## config.mk

```make
export PLATFORM = sky130hd
export DESIGN_NAME = branch_predictor
export DESIGN_NICKNAME = d
export VERILOG_FILES = /design/src/rtl/branch_predictor_pkg.sv /design/src/rtl/branch_predictor_sat_counter2.sv /design/src/rtl/branch_predictor.sv
export SDC_FILE = /design/constraint.sdc
export NUM_CORES = 1
export LEC_CHECK = 0
export CAP_MARGIN = 20
export CORE_UTILIZATION = 48
export CTS_CLUSTER_DIAMETER = 60
export DETAILED_ROUTE_END_ITERATION = 10
export GPL_TIMING_DRIVEN = 0
export PLACE_DENSITY = 0.95
export SYNTH_ARGS = -nofsm -noshare
export SYNTH_HDL_FRONTEND = slang
export SYNTH_SLANG_ARGS = --single-unit
```

## constraint.sdc

```tcl
create_clock -name clk -period 7.45 [get_ports clk]
set_input_delay 2.235 -clock clk [delete_from_list [all_inputs] [get_ports clk]]
set_output_delay 2.235 -clock clk [all_outputs]
set_load 0.05 [all_outputs]
```

## src/rtl/branch_predictor_pkg.sv

```systemverilog
// Shared definitions for the fetch/decode control path.
//
// Holds the 2-bit saturating counter encodings used by the branch predictor,
// the position of the table index inside a PC, and the RISC-V opcode and ALUOp
// encodings. The control unit and the predictor both use these definitions.
package branch_predictor_pkg;

  // Predictor counter states. The MSB is the taken/not-taken prediction.
  localparam logic [1:0] STRONG_NT = 2'b00;
  localparam logic [1:0] WEAK_NT   = 2'b01;
  localparam logic [1:0] WEAK_T    = 2'b10;
  localparam logic [1:0] STRONG_T  = 2'b11;

  // Value loaded into every table entry at reset.
  localparam logic [1:0] CTR_RESET = WEAK_NT;

  // Instructions are word aligned, so the table index starts at PC bit 2.
  localparam int IDX_LSB = 2;

  // RISC-V base opcodes (inst[6:0]).
  localparam logic [6:0] OPC_LOAD   = 7'b0000011;
  localparam logic [6:0] OPC_ITYPE  = 7'b0010011;
  localparam logic [6:0] OPC_AUIPC  = 7'b0010111;
  localparam logic [6:0] OPC_STORE  = 7'b0100011;
  localparam logic [6:0] OPC_RTYPE  = 7'b0110011;
  localparam logic [6:0] OPC_LUI    = 7'b0110111;
  localparam logic [6:0] OPC_BRANCH = 7'b1100011;
  localparam logic [6:0] OPC_JALR   = 7'b1100111;
  localparam logic [6:0] OPC_JAL    = 7'b1101111;

  // ALUOp from the main decoder to the ALU decoder.
  localparam logic [1:0] ALUOP_ADD    = 2'b00;  // loads, stores, address calc
  localparam logic [1:0] ALUOP_BRANCH = 2'b01;  // compare for branches
  localparam logic [1:0] ALUOP_RTYPE  = 2'b10;  // decode funct3/funct7
  localparam logic [1:0] ALUOP_ITYPE  = 2'b11;  // decode funct3 with immediate

endpackage

```

## src/rtl/branch_predictor_sat_counter2.sv

```systemverilog
// sat_counter2: next-state function of a 2-bit saturating counter.
//
// Ports:
//   state      in   current counter value
//   taken      in   resolved branch outcome (1 = count up, 0 = count down)
//   next_state out  counter value after the update, saturating at 00 and 11
module sat_counter2
  import branch_predictor_pkg::*;
(
  input  logic [1:0] state,
  input  logic       taken,
  output logic [1:0] next_state
);

  always_comb begin
    // NOTE: default assignment first so every path drives next_state and no latch is inferred.
    next_state = state;
    if (taken) begin
      if (state != STRONG_T) next_state = state + 2'd1;
    end else begin
      if (state != STRONG_NT) next_state = state - 2'd1;
    end
  end

endmodule

```

## src/rtl/branch_predictor.sv

```systemverilog
// branch_predictor: direct-mapped table of 2-bit saturating counters.
//
// The table is indexed by pc[INDEX_BITS+1:2] with no tags, so branches that
// share those bits alias onto one entry. Lookups read the table directly;
// an update in the same cycle is written at the clock edge and is visible
// to lookups from the next cycle onward.
//
// Ports:
//   clk, rst          clock and synchronous active-high reset
//   lookup_valid      a conditional branch is being looked up this cycle
//   lookup_pc         PC of that branch
//   prediction        1 = predict taken (combinational, 0 when no lookup)
//   update_valid      a conditional branch resolved in EX this cycle
//   update_pc         PC of the resolved branch
//   update_taken      actual outcome of the resolved branch
//   update_pred       prediction issued for that branch at fetch time
//   mispredict        combinational: outcome differs from issued prediction
//   branch_count      saturating count of resolved branches since reset
//   mispredict_count  saturating count of mispredictions since reset
module branch_predictor
  import branch_predictor_pkg::*;
#(
  parameter int PC_W       = 64,
  parameter int INDEX_BITS = 4,
  parameter int CNT_W      = 32
) (
  input  logic             clk,
  input  logic             rst,
  input  logic             lookup_valid,
  input  logic [PC_W-1:0]  lookup_pc,
  output logic             prediction,
  input  logic             update_valid,
  input  logic [PC_W-1:0]  update_pc,
  input  logic             update_taken,
  input  logic             update_pred,
  output logic             mispredict,
  output logic [CNT_W-1:0] branch_count,
  output logic [CNT_W-1:0] mispredict_count
);

  localparam int ENTRIES = 1 << INDEX_BITS;
  localparam int IDX_HI  = IDX_LSB + INDEX_BITS - 1;
  localparam logic [CNT_W-1:0] CNT_MAX = {CNT_W{1'b1}};

  logic [1:0]            table_q [ENTRIES];
  logic [INDEX_BITS-1:0] lookup_idx;
  logic [INDEX_BITS-1:0] update_idx;
  logic [1:0]            update_state;
  logic [1:0]            update_next;

  assign lookup_idx = lookup_pc[IDX_HI:IDX_LSB];
  assign update_idx = update_pc[IDX_HI:IDX_LSB];

  // PC bits outside the index field carry no information for this table.
  logic unused_pc_bits;
  assign unused_pc_bits = ^{lookup_pc[PC_W-1:IDX_HI+1], lookup_pc[IDX_LSB-1:0],
                            update_pc[PC_W-1:IDX_HI+1], update_pc[IDX_LSB-1:0]};

  // Reads the stored table, never the value being written this cycle.
  assign prediction = lookup_valid & table_q[lookup_idx][1];

  // Depends only on the resolution inputs, not on the table.
  assign mispredict = update_valid & (update_pred ^ update_taken);

  assign update_state = table_q[update_idx];

  sat_counter2 u_sat_counter2 (
    .state      (update_state),
    .taken      (update_taken),
    .next_state (update_next)
  );

  always_ff @(posedge clk) begin
    if (rst) begin
      // NOTE: the table is reset entry by entry because every counter must start at WEAK_NT.
      for (int i = 0; i < ENTRIES; i++) table_q[i] <= CTR_RESET;
      branch_count     <= '0;
      mispredict_count <= '0;
    end else if (update_valid) begin
      table_q[update_idx] <= update_next;
      if (branch_count != CNT_MAX)
        branch_count <= branch_count + CNT_W'(1);
      if (mispredict && (mispredict_count != CNT_MAX))
        mispredict_count <= mispredict_count + CNT_W'(1);
    end
  end

endmodule

```

==> impl_metrics.tcl <==
set metrics [dict create \
    status "finished clean" \
    place_area_um2 6027 \
    drv_slew 0 \
    finalSetupTns_ps 0 \
    grt_usage 0.2467 \
    start_kind "input port" \
    mappedNetlistArea_um2 5106 \
    cts_made_buffers 9 \
    min_path_type "reg2reg" \
    period_minus_slack_ps 6985 \
    postSynthCellCount 535 \
    tightest_slew_ps 1100 \
    avgRoutedWirePerCell_um 17.48 \
    ctsHoldBuffers 0 \
    vias 4681 \
    power.leakage_nw 1.978 \
    fin_area_um2 6208 \
    grt_max_degree 16 \
    maxCapViolCount 0 \
    final_cell_mix "clkdlybuf4s50_1 (75), dfxtp_1 (64), nor2_1 (50)" \
    die-area_um2 11050 \
    grt-ovfl-total 0 \
    drc 0 \
    path_clk_slew_ps 90 \
    num_io_pins 200 \
    async_reset_ff_frac 0 \
    seq_area_frac_synth 0.4391 \
    finalWirelength_um 13320 \
    critPathRequiredTime_ps 5220 \
    num_antenna_cells 0 \
    cts-root-buf "clkbuf_8" \
    dp_hpwl_um 9639 \
    start_util 0.4946 \
    total_power_uw 965.0 \
    critPathMaxFanout 4 \
    setup_violations 0 \
    grt_pass1_wl_um 21600 \
    cp.arrival_ps 4750 \
    synth_edf_count 32 \
    p_per_area_nw_per_um2 155.4 \
    fmax_mhz 143.2 \
    rsz0062_at_grt "no" \
    syn_nets 671 \
    nets 757 \
    dp_slack_ps 440.9 \
    hold_viol_final 0 \
    clk_latency_ps 370 \
    ant_nets 0 \
    cts_tree "built" \
    drive_gt1_frac 0.1086 \
    area_growth_pct 21.59 \
    drtPass1Iterations 5 \
    ys.flop_type "dfxtp_1" \
    h-tree-depth 3 \
    ys_types 54 \
    cts_buffer_depth 2 \
    clock_sinks 96 \
    die_height_um 105.1 \
    die_width_um 105.1 \
    avgSynthCellArea_um2 9.544 \
    gp_congestion 0.9274 \
    setup.worst_path.class "in2out" \
    slew_headroom 0.2652 \
    core.rowCount 37 \
    end_kind "output pin" \
    cts_setup_buffers 0 \
    ctsResizeCount 0 \
    ys_seq_elements 96 \
    detail_route.iter0.violations 314 \
    portBuffers 75 \
    finalCritPeriodShare 0.9376 \
    coreArea_um2 10320 \
    layout_commonest_cell "clkdlybuf4s50_1" \
    grt_pass1_vias 4653 \
    ir_worst_vdd_mv 0.1250 \
    rrSetupSlack_ps 5160 \
    vias_per_cell 6.143 \
    antenna_found_initial 0 \
    yosys_warnings 0 \
    skew_ps 9.925 \
    setup_slack_ps 465.1 \
]
[kinds of logic (layout without fill, tap and decap cells)]
| family | Yosys count | after routing | synth area share |
|---|---|---|---|
| adders and majority gates | 4 | 4 | 0.009310 |
| DFF | 96 | 96 | 0.4391 |
| muxes | 23 | 23 | 0.08111 |
| and+or+nand+nor | 259 | 259 | 0.2862 |
| AOI/OAI and AO/OA | 90 | 90 | 0.1071 |
| xor gates and xnor gates | 18 | 18 | 0.03087 |
| buffers and inverters | 45 | 136 | 0.04631 |
[power breakdown]
group          switching [mW]  internal [mW]
registers             0.00513          0.546
clock network           0.184          0.139
logic                  0.0560         0.0340
[through the flow]
| step | util | instances | hold WS [ps] |
|---|---|---|---|
| 6_report | 0.6014 | 762 | 516.0 |
| 5_1_grt | 0.6014 | 762 | 525.3 |
| 4_1_cts | 0.6014 | 762 | 516.3 |
| 3_5_place_dp | 0.5838 | 746 | 498.3 |
| 3_3_place_gp | 0.5838 | 746 | 482.0 |
| 2_1_floorplan | - | 535 | 712.0 |
[path summary, 6_finish.rpt]
path	end	from	cells past startpoint
max reg2reg	branch_count[17]$_SDFFE_PP0P_	branch_count[13]$_SDFFE_PP0P_	7
max	prediction	lookup_pc[2]	5
min	mispredict_count[21]$_SDFFE_PP0P_	mispredict_count[21]$_SDFFE_PP0P_	2
min reg2reg	mispredict_count[21]$_SDFFE_PP0P_	mispredict_count[21]$_SDFFE_PP0P_	2
[area by class of cell]
class | count | area (um2)
plain buffers | 37 | 206.4
clock buffers | 11 | 151.4
clock inverters | 5 | 30.03
fillers | 852 | 4115
inverters | 8 | 30.03
multi-input cells | 394 | 2628
flip-flops and latches | 96 | 2242
well taps | 136 | 170.2
repair buffers | 75 | 750.7
[sequential cells by signal (all words and copies together) (netlist names)]
name	flops
mispredict_count	32
branch_count	32
table_q	32
[Yosys cell counts, drive strengths merged (14+ instances only)]
| cell | instances | area, um2 |
|---|---|---|
| a21oi | 37 | 185.2 |
| nand3 | 27 | 135.1 |
| nor2b | 16 | 100.1 |
| nand2 | 46 | 172.7 |
| clkbuf | 18 | 67.56 |
| buf | 19 | 138.9 |
| nand2b | 14 | 87.58 |
| edfxtp | 32 | 960.9 |
| nand4 | 20 | 137.6 |
| nor2 | 50 | 187.7 |
| or3 | 20 | 125.1 |
| o31ai | 15 | 117.6 |
| o21ai | 23 | 115.1 |
| or4 | 15 | 112.6 |
| dfxtp | 64 | 1281 |
[per-layer routing]
layer / track usage / vias to the layer above / wire length [um]
li1: - / 2162 / -
met1: 0.2900 / 2263 / 5230
met2: 0.4333 / 220 / 6732
met3: 0.05053 / 36 / 1029
met4: 0.1097 / 0 / 328
met5: 0 / - / 0
[worst max-delay path, cell delays in order]
cell and delay, ps:
clkdlybuf4s50_1 650, mux4_2 560, mux4_2 450, and2_1 160
clkdlybuf4s50_1 690
Power figures use the tool's default switching activity.
